--- src/rtl/fb_pkg.sv ---
`default_nettype none
// ============================================================================
// Module      : fb_pkg
// Description : Shared framebuffer geometry, rectangle command record and
//               write-scheduler state encoding.
// Revision    : 1.0 - initial release
// ============================================================================
package fb_pkg;

  localparam int FB_W     = 320;
  localparam int FB_H     = 240;
  localparam int FB_WORDS = FB_W * FB_H;
  localparam int ADDR_W   = 17;
  localparam int COLOR_W  = 6;
  localparam int X_W      = 9;
  localparam int Y_W      = 8;

  // Rectangle bounds are exclusive on all four sides.
  typedef struct packed {
    logic [X_W-1:0]     x1;
    logic [X_W-1:0]     x2;
    logic [Y_W-1:0]     y1;
    logic [Y_W-1:0]     y2;
    logic [COLOR_W-1:0] color;
  } rect_cmd_t;

  typedef enum logic [1:0] {
    IDLE  = 2'd0,
    LOAD  = 2'd1,
    FILL  = 2'd2,
    CLEAR = 2'd3
  } state_t;

endpackage
`default_nettype wire

--- src/rtl/rect_cmd_fifo.sv ---
`default_nettype none
// ============================================================================
// Module      : rect_cmd_fifo
// Description : Synchronous FIFO of rectangle commands with occupancy count.
//               Head entry is presented combinationally.
// Revision    : 1.0 - initial release
// ============================================================================
module rect_cmd_fifo
  import fb_pkg::*;
#(
  parameter int DEPTH = 4
) (
  input  logic                     CLOCK_50,
  input  logic                     reset,
  input  logic                     push,
  input  rect_cmd_t                push_data,
  input  logic                     pop,
  output rect_cmd_t                head,
  output logic [$clog2(DEPTH):0]   count,
  output logic                     full,
  output logic                     empty
);

  localparam int PTR_W = $clog2(DEPTH);

  rect_cmd_t        r_mem [DEPTH];
  logic [PTR_W-1:0] r_wr_ptr;
  logic [PTR_W-1:0] r_rd_ptr;
  logic [PTR_W:0]   r_count;
  logic             w_push;
  logic             w_pop;

  assign w_push = push && !full;
  assign w_pop  = pop && !empty;
  assign full   = (r_count == (PTR_W + 1)'(DEPTH));
  assign empty  = (r_count == '0);
  assign count  = r_count;
  assign head   = r_mem[r_rd_ptr];

  // Storage array; written only on an accepted push.
  always_ff @(posedge CLOCK_50) begin
    if (w_push) begin
      r_mem[r_wr_ptr] <= push_data;
    end
  end

  // Pointers wrap naturally because DEPTH is a power of two.
  always_ff @(posedge CLOCK_50) begin
    if (reset) begin
      r_wr_ptr <= '0;
      r_rd_ptr <= '0;
      r_count  <= '0;
    end else begin
      if (w_push) r_wr_ptr <= r_wr_ptr + PTR_W'(1);
      if (w_pop)  r_rd_ptr <= r_rd_ptr + PTR_W'(1);
      r_count <= r_count + {{PTR_W{1'b0}}, w_push} - {{PTR_W{1'b0}}, w_pop};
    end
  end

endmodule
`default_nettype wire

--- src/rtl/fb_write_scheduler.sv ---
`default_nettype none
// ============================================================================
// Module      : fb_write_scheduler
// Description : Owns the framebuffer write port. Queues rectangle fills and
//               emits one pixel write per cycle; a clear request preempts
//               any fill and wipes the whole screen to colour 0.
// Revision    : 1.0 - initial release
// ============================================================================
module fb_write_scheduler #(
  parameter int DEPTH = 4,
  parameter int FB_W  = 320,
  parameter int FB_H  = 240
) (
  input  logic                   CLOCK_50,
  input  logic                   reset,
  input  logic                   clear_req,
  input  logic                   cmd_valid,
  output logic                   cmd_ready,
  input  logic [8:0]             cmd_x1,
  input  logic [8:0]             cmd_x2,
  input  logic [7:0]             cmd_y1,
  input  logic [7:0]             cmd_y2,
  input  logic [5:0]             cmd_color,
  output logic                   wr_en,
  output logic [16:0]            wr_addr,
  output logic [5:0]             wr_data,
  output logic                   busy,
  output logic [$clog2(DEPTH):0] fifo_count
);

  import fb_pkg::*;

  localparam int CNT_W = $clog2(DEPTH) + 1;

  localparam logic [ADDR_W-1:0] c_row_step  = ADDR_W'(FB_W);
  localparam logic [ADDR_W-1:0] c_last_addr = ADDR_W'(FB_W * FB_H - 1);
  localparam logic [X_W-1:0]    c_x_max     = X_W'(FB_W);
  localparam logic [Y_W-1:0]    c_y_max     = Y_W'(FB_H);

  state_t             r_state;
  logic [X_W-1:0]     r_x;
  logic [X_W-1:0]     r_x_first;
  logic [X_W-1:0]     r_x_last;
  logic [Y_W-1:0]     r_y;
  logic [Y_W-1:0]     r_y_last;
  logic [ADDR_W-1:0]  r_rowbase;

  rect_cmd_t          w_cmd;
  rect_cmd_t          w_head;
  logic               w_push;
  logic               w_pop;
  logic               w_full;
  logic               w_fifo_empty;
  logic               w_pending;
  logic               w_more;
  logic [X_W-1:0]     w_x2c;
  logic [Y_W-1:0]     w_y2c;
  logic [X_W-1:0]     w_x_first;
  logic [Y_W-1:0]     w_y_first;
  logic               w_empty_rect;
  logic [ADDR_W-1:0]  w_rowbase0;
  logic               w_row_end;
  logic               w_last_px;

  assign cmd_ready = !w_full;
  assign w_push    = cmd_valid && cmd_ready;
  // The head is consumed in LOAD whatever happens next, so a clear arriving
  // during LOAD drops that command just like an interrupted fill.
  assign w_pop     = (r_state == LOAD);
  assign busy      = (r_state != IDLE);

  // Work is waiting either in the FIFO or arriving this very cycle.
  assign w_pending = !w_fifo_empty || w_push;
  // From LOAD: something remains after the current head is popped.
  assign w_more    = (fifo_count > CNT_W'(1)) || w_push;

  assign w_row_end = (r_x == r_x_last);
  assign w_last_px = w_row_end && (r_y == r_y_last);

  // Pack incoming command fields into the FIFO record.
  always_comb begin
    w_cmd       = '0;
    w_cmd.x1    = cmd_x1;
    w_cmd.x2    = cmd_x2;
    w_cmd.y1    = cmd_y1;
    w_cmd.y2    = cmd_y2;
    w_cmd.color = cmd_color;
  end

  // Clamp the head command to the screen and derive the first pixel/row base.
  always_comb begin
    w_x2c        = (w_head.x2 > c_x_max) ? c_x_max : w_head.x2;
    w_y2c        = (w_head.y2 > c_y_max) ? c_y_max : w_head.y2;
    w_x_first    = w_head.x1 + X_W'(1);
    w_y_first    = w_head.y1 + Y_W'(1);
    // Widened compare so x1=511 / y1=255 cannot wrap into a bogus region.
    w_empty_rect = ({1'b0, w_x2c} <= ({1'b0, w_head.x1} + (X_W + 1)'(1))) ||
                   ({1'b0, w_y2c} <= ({1'b0, w_head.y1} + (Y_W + 1)'(1)));
    w_rowbase0   = (ADDR_W'(w_head.y1) + ADDR_W'(1)) * c_row_step;
  end

  rect_cmd_fifo #(
    .DEPTH (DEPTH)
  ) u_fifo (
    .CLOCK_50  (CLOCK_50),
    .reset     (reset),
    .push      (w_push),
    .push_data (w_cmd),
    .pop       (w_pop),
    .head      (w_head),
    .count     (fifo_count),
    .full      (w_full),
    .empty     (w_fifo_empty)
  );

  // Scheduler FSM; write outputs describe the pixel written in the current cycle.
  always_ff @(posedge CLOCK_50) begin
    if (reset) begin
      r_state   <= IDLE;
      wr_en     <= 1'b0;
      wr_addr   <= '0;
      wr_data   <= '0;
      r_x       <= '0;
      r_x_first <= '0;
      r_x_last  <= '0;
      r_y       <= '0;
      r_y_last  <= '0;
      r_rowbase <= '0;
    end else if (clear_req) begin
      r_state <= CLEAR;
      wr_en   <= 1'b1;
      wr_addr <= '0;
      wr_data <= '0;
    end else begin
      case (r_state)
        IDLE: begin
          wr_en <= 1'b0;
          if (w_pending) r_state <= LOAD;
        end

        LOAD: begin
          r_x_first <= w_x_first;
          r_x_last  <= w_x2c - X_W'(1);
          r_y_last  <= w_y2c - Y_W'(1);
          r_x       <= w_x_first;
          r_y       <= w_y_first;
          r_rowbase <= w_rowbase0;
          if (w_empty_rect) begin
            wr_en   <= 1'b0;
            r_state <= w_more ? LOAD : IDLE;
          end else begin
            wr_en   <= 1'b1;
            wr_addr <= w_rowbase0 + ADDR_W'(w_x_first);
            wr_data <= w_head.color;
            r_state <= FILL;
          end
        end

        FILL: begin
          if (w_last_px) begin
            wr_en   <= 1'b0;
            r_state <= w_pending ? LOAD : IDLE;
          end else if (w_row_end) begin
            r_x       <= r_x_first;
            r_y       <= r_y + Y_W'(1);
            r_rowbase <= r_rowbase + c_row_step;
            wr_addr   <= r_rowbase + c_row_step + ADDR_W'(r_x_first);
          end else begin
            r_x     <= r_x + X_W'(1);
            wr_addr <= r_rowbase + ADDR_W'(r_x) + ADDR_W'(1);
          end
        end

        CLEAR: begin
          if (wr_addr == c_last_addr) begin
            wr_en   <= 1'b0;
            r_state <= w_pending ? LOAD : IDLE;
          end else begin
            wr_addr <= wr_addr + ADDR_W'(1);
          end
        end

        default: begin
          wr_en   <= 1'b0;
          r_state <= IDLE;
        end
      endcase
    end
  end

endmodule
`default_nettype wire
--- config.mk ---
export PLATFORM = sky130hd
export DESIGN_NAME = fb_write_scheduler
export DESIGN_NICKNAME = d
export VERILOG_FILES = /design/src/rtl/fb_pkg.sv /design/src/rtl/rect_cmd_fifo.sv /design/src/rtl/fb_write_scheduler.sv
export SDC_FILE = /design/constraint.sdc
export NUM_CORES = 1
export LEC_CHECK = 0
export CORE_ASPECT_RATIO = 0.8
export CORE_MARGIN = 2
export CORE_UTILIZATION = 50
export CTS_CLUSTER_DIAMETER = 60
export DETAILED_ROUTE_END_ITERATION = 10
export GPL_TIMING_DRIVEN = 0
export HOLD_SLACK_MARGIN = 0.08
export PLACE_DENSITY = 0.69
export SLEW_MARGIN = 30
export SYNTH_ARGS = -nofsm -noshare
export SYNTH_HDL_FRONTEND = slang
export SYNTH_SLANG_ARGS = --single-unit
export TNS_END_PERCENT = 5
--- constraint.sdc ---
create_clock -name CLOCK_50 -period 7.5 [get_ports CLOCK_50]
set_input_delay 1.5 -clock CLOCK_50 [delete_from_list [all_inputs] [get_ports CLOCK_50]]
set_output_delay 1.5 -clock CLOCK_50 [all_outputs]
set_load 0.1 [all_outputs]
==> insert_results.sql <==
INSERT INTO impl_metrics (metric_group, metric, value, unit) VALUES
('outcome', 'status', 'completed', ''),
('synthesis', 'netlist_area', '13100', 'um2'),
('grt', 'wire_length_of_the_first_global_routing_pass', '51.3', 'mm'),
('critical_path', 'critPathMaxStageDelay', '740', 'ps'),
('sta', 'timing.setup.tns', '0', 'ps'),
('synthesis', 'yosys.area_share.simple', '12.3', '%'),
('drt', 'post_drt_via_cell_ratio', '5.80', ''),
('grt', 'grt_max_degree', '41', ''),
('grt', 'first_global_vias', '9126', ''),
('synthesis', 'post_synth.cell_area_avg', '11.5', 'um2'),
('synthesis', 'synth_top_cell_by_area', 'sky130_fd_sc_hd__edfxtp_1', ''),
('synthesis', 'synthMuxAreaShare', '8.28', '%'),
('clocking', 'clock_transition_at_the_register_clock_pins_on_the_worst_setup_and_hold_paths_after_cts', '60', 'ps'),
('sta', 'number_of_failing_hold_endpoints_at_the_final_stage', '0', ''),
('synthesis', 'synth_top_family_by_area', 'compound AO/OA/AOI/OAI gates', ''),
('final_layout', 'final_cell_area', '15200', 'um2'),
('critical_path', 'path_class', 'reg -> reg', ''),
('drt', 'detail_route.first_pass.iterations', '5', ''),
('clocking', 'tritoncts_num_sinks', '249', ''),
('die', 'dieWidth', '185', 'um'),
('sta', 'slew_headroom', '31.0', '%'),
('clocking', 'cts_hold_repair.buffers', '0', ''),
('critical_path', 'timing.reg2reg.setup_slack', '2480', 'ps'),
('drt', 'wl', '32.4', 'mm'),
('synthesis', 'synth_top_cell_area_share', '36.6', '%'),
('sta', 'setup_violations', '0', ''),
('placed_design', 'place_congestion', '0.895', ''),
('sta', 'fin_skew', '46.0', 'ps'),
('die', 'floorplan.io_pins', '73', ''),
('sta', 'fmax', '199', 'MHz'),
('clocking', 'cts_buffer_depth', '3', ''),
('pwr', 'p_total', '5860', 'uW'),
('placed_design', 'postPlaceCellArea', '14300', 'um2'),
('clocking', 'tritoncts.num_buffers', '28', ''),
('die', 'initial_core_util', '50.3', '%'),
('synthesis', 'synth-compound-area-share', '12.5', '%'),
('critical_path', 'buffer_and_inverter_count_on_the_worst_path', '2', ''),
('clocking', 'clock-root-buffer', 'sky130_fd_sc_hd__clkbuf_16', ''),
('die', 'die_area', '27600', 'um2'),
('synthesis', 'synth-xor-area-share', '6.81', '%'),
('drt', 'detail_route.wl_per_cell', '20.0', 'um'),
('pwr', 'power.ir.vdd_worst', '0.205', 'mV'),
('final_layout', 'syn_to_final_growth', '16.2', '%'),
('final_layout', 'layout.nets', '1352', ''),
('critical_path', 'top_cell_family_by_delay_on_the_critical_path', 'compound AO/OA/AOI/OAI gates', ''),
('clocking', 'htreeDepth', '1', ''),
('die', 'core', '26100', 'um2'),
('drt', 'dr_total_vias', '9400', ''),
('sta', 'timing.final.max_slew_violations', '0', ''),
('die', 'row_count', '53', ''),
('critical_path', 'worstRegToRegCells', '15', ''),
('grt', 'track_usage', '24.2', '%'),
('synthesis', 'synth_area_leaders', 'sky130_fd_sc_hd__edfxtp_1, sky130_fd_sc_hd__dfxtp_1, sky130_fd_sc_hd__ha_1', ''),
('drt', 'drt_drc_violations_left', '0', ''),
('grt', 'grt_overflow_total', '0', ''),
('synthesis', 'synth_ff_type', 'sky130_fd_sc_hd__edfxtp_1', ''),
('sta', 'timing.final.crit_share', '66.9', '%'),
('clocking', 'cts.repair.resized', '0', ''),
('critical_path', 'arrival_worst_endpoint', '5470', 'ps'),
('critical_path', 'crit_path_cell_trace', 'buf_6, mux4_1, and2_1, nand2_1, xor2_1, ha_1, nand4_1, a21oi_1, a211oi_1, o21ai_0, o311ai_0, o31ai_4, buf_6, a21oi_1, a311oi_2', ''),
('critical_path', 'timing.critical_path.to', 'wr_addr[15]', ''),
('synthesis', 'synthCells', '1141', ''),
('synthesis', 'ys_seq_elements', '249', ''),
('synthesis', 'synth.net_count', '1251', ''),
('critical_path', 'crit_fanout', '10', ''),
('synthesis', 'yosysWarnings', '0', ''),
('sta', 'rsz0062_at_grt', 'false', ''),
('synthesis', 'synthDistinctLibCells', '80', ''),
('critical_path', 'worstSetupEndpointType', 'flop', ''),
('pwr', 'leakagePower', '0.00545', 'uW'),
('clocking', 'cts.repair_timing.setup_buffer_count', '0', '');
## cells in the mapped netlist, drive strengths merged (14+ instances only)
library cell  count
nor3             19
dfxtp            89
a311oi           16
clkbuf           42
ha               63
nor2            104
and3             16
mux4             40
mux2i            14
nand2           100
o21ai            34
nand3            29
buf              21
a21oi            68
xor2             56
xnor2            46
a211oi           37
edfxtp          160
inv              37
## registers in the layout, indices dropped and copies added, names as in the netlist, named ones only
name	count
u_fifo.r_mem	160
wr_addr	17
r_rowbase	11
r_x	9
r_x_first	9
r_x_last	9
r_y	8
r_y_last	8
wr_data	6
u_fifo.count	3
r_state	2
u_fifo.r_rd_ptr	2
u_fifo.r_wr_ptr	2
wr_en	1
## worst min-delay path, delay by kind of cell (launching register included)
family          cells  cell delay (ps)
simple gates        1               50
compound gates      1               50
flops               1              310
## cells by family after synthesis
family,Yosys count
muxes,55
AOI/OAI and AO/OA,235
and+or+nand+nor,334
adders and majority gates,66
xor gates and xnor gates,102
buffers and inverters,100
DFF,249
## how the worst min path moves through the flow
| stage | from | endpoint | slack (ps) | cells after the start |
|---|---|---|---|---|
| finish | r_x_first[1] | r_x_first[1] | 470 | 2 |
| global placement | r_x_first[1] | r_x_first[1] | 450 | 2 |
| CTS | r_x_first[1] | r_x_first[1] | 460 | 2 |
| floorplan | r_x_first[1] | r_x_first[1] | 440 | 2 |
| detailed placement | r_x_first[1] | r_x_first[1] | 450 | 2 |
| global route | r_x_last[0] | r_x_last[0] | 490 | 2 |
## per-layer routing
layer	vias to the layer above	routed length [um]	share of wire, %	track usage, %
li1	4469	-	-	-
met1	4564	15100	47	36.1
met2	309	14300	44	36.8
met3	58	2170	6.7	3.98
met4	0	753	2.3	6.11
met5	-	0	0	0
## stage by stage
step / hold slack (ps) / setup WS (ps) / utilization, %
after floorplan: 437 / 3340 / -
after global routing: 490 / 2190 / 58.5
after CTS: 463 / 2500 / 58.5
after global placement: 446 / 2560 / 54.8
after detailed placement: 454 / 2610 / 54.9
final: 467 / 2480 / 58.5
## cell type report
type | count | area, um2
plain buffers | 63 | 317
clock buffers | 35 | 737
clock inverters | 16 | 196
fillers | 2114 | 10800
inverters | 37 | 139
multi-input cells | 792 | 6110
flip-flops and latches | 249 | 6590
well taps | 357 | 447
repair buffers | 71 | 711
## where the power goes
part           internal (uW)  switching, uW  total [uW]  leakage [uW]
clock network            809            573        1380      0.000457
registers               1650            119        1770       0.00219
logic                   1000           1710        2710       0.00280
total                   3460           2400        5860       0.00545
Power figures use the tool's default switching activity.
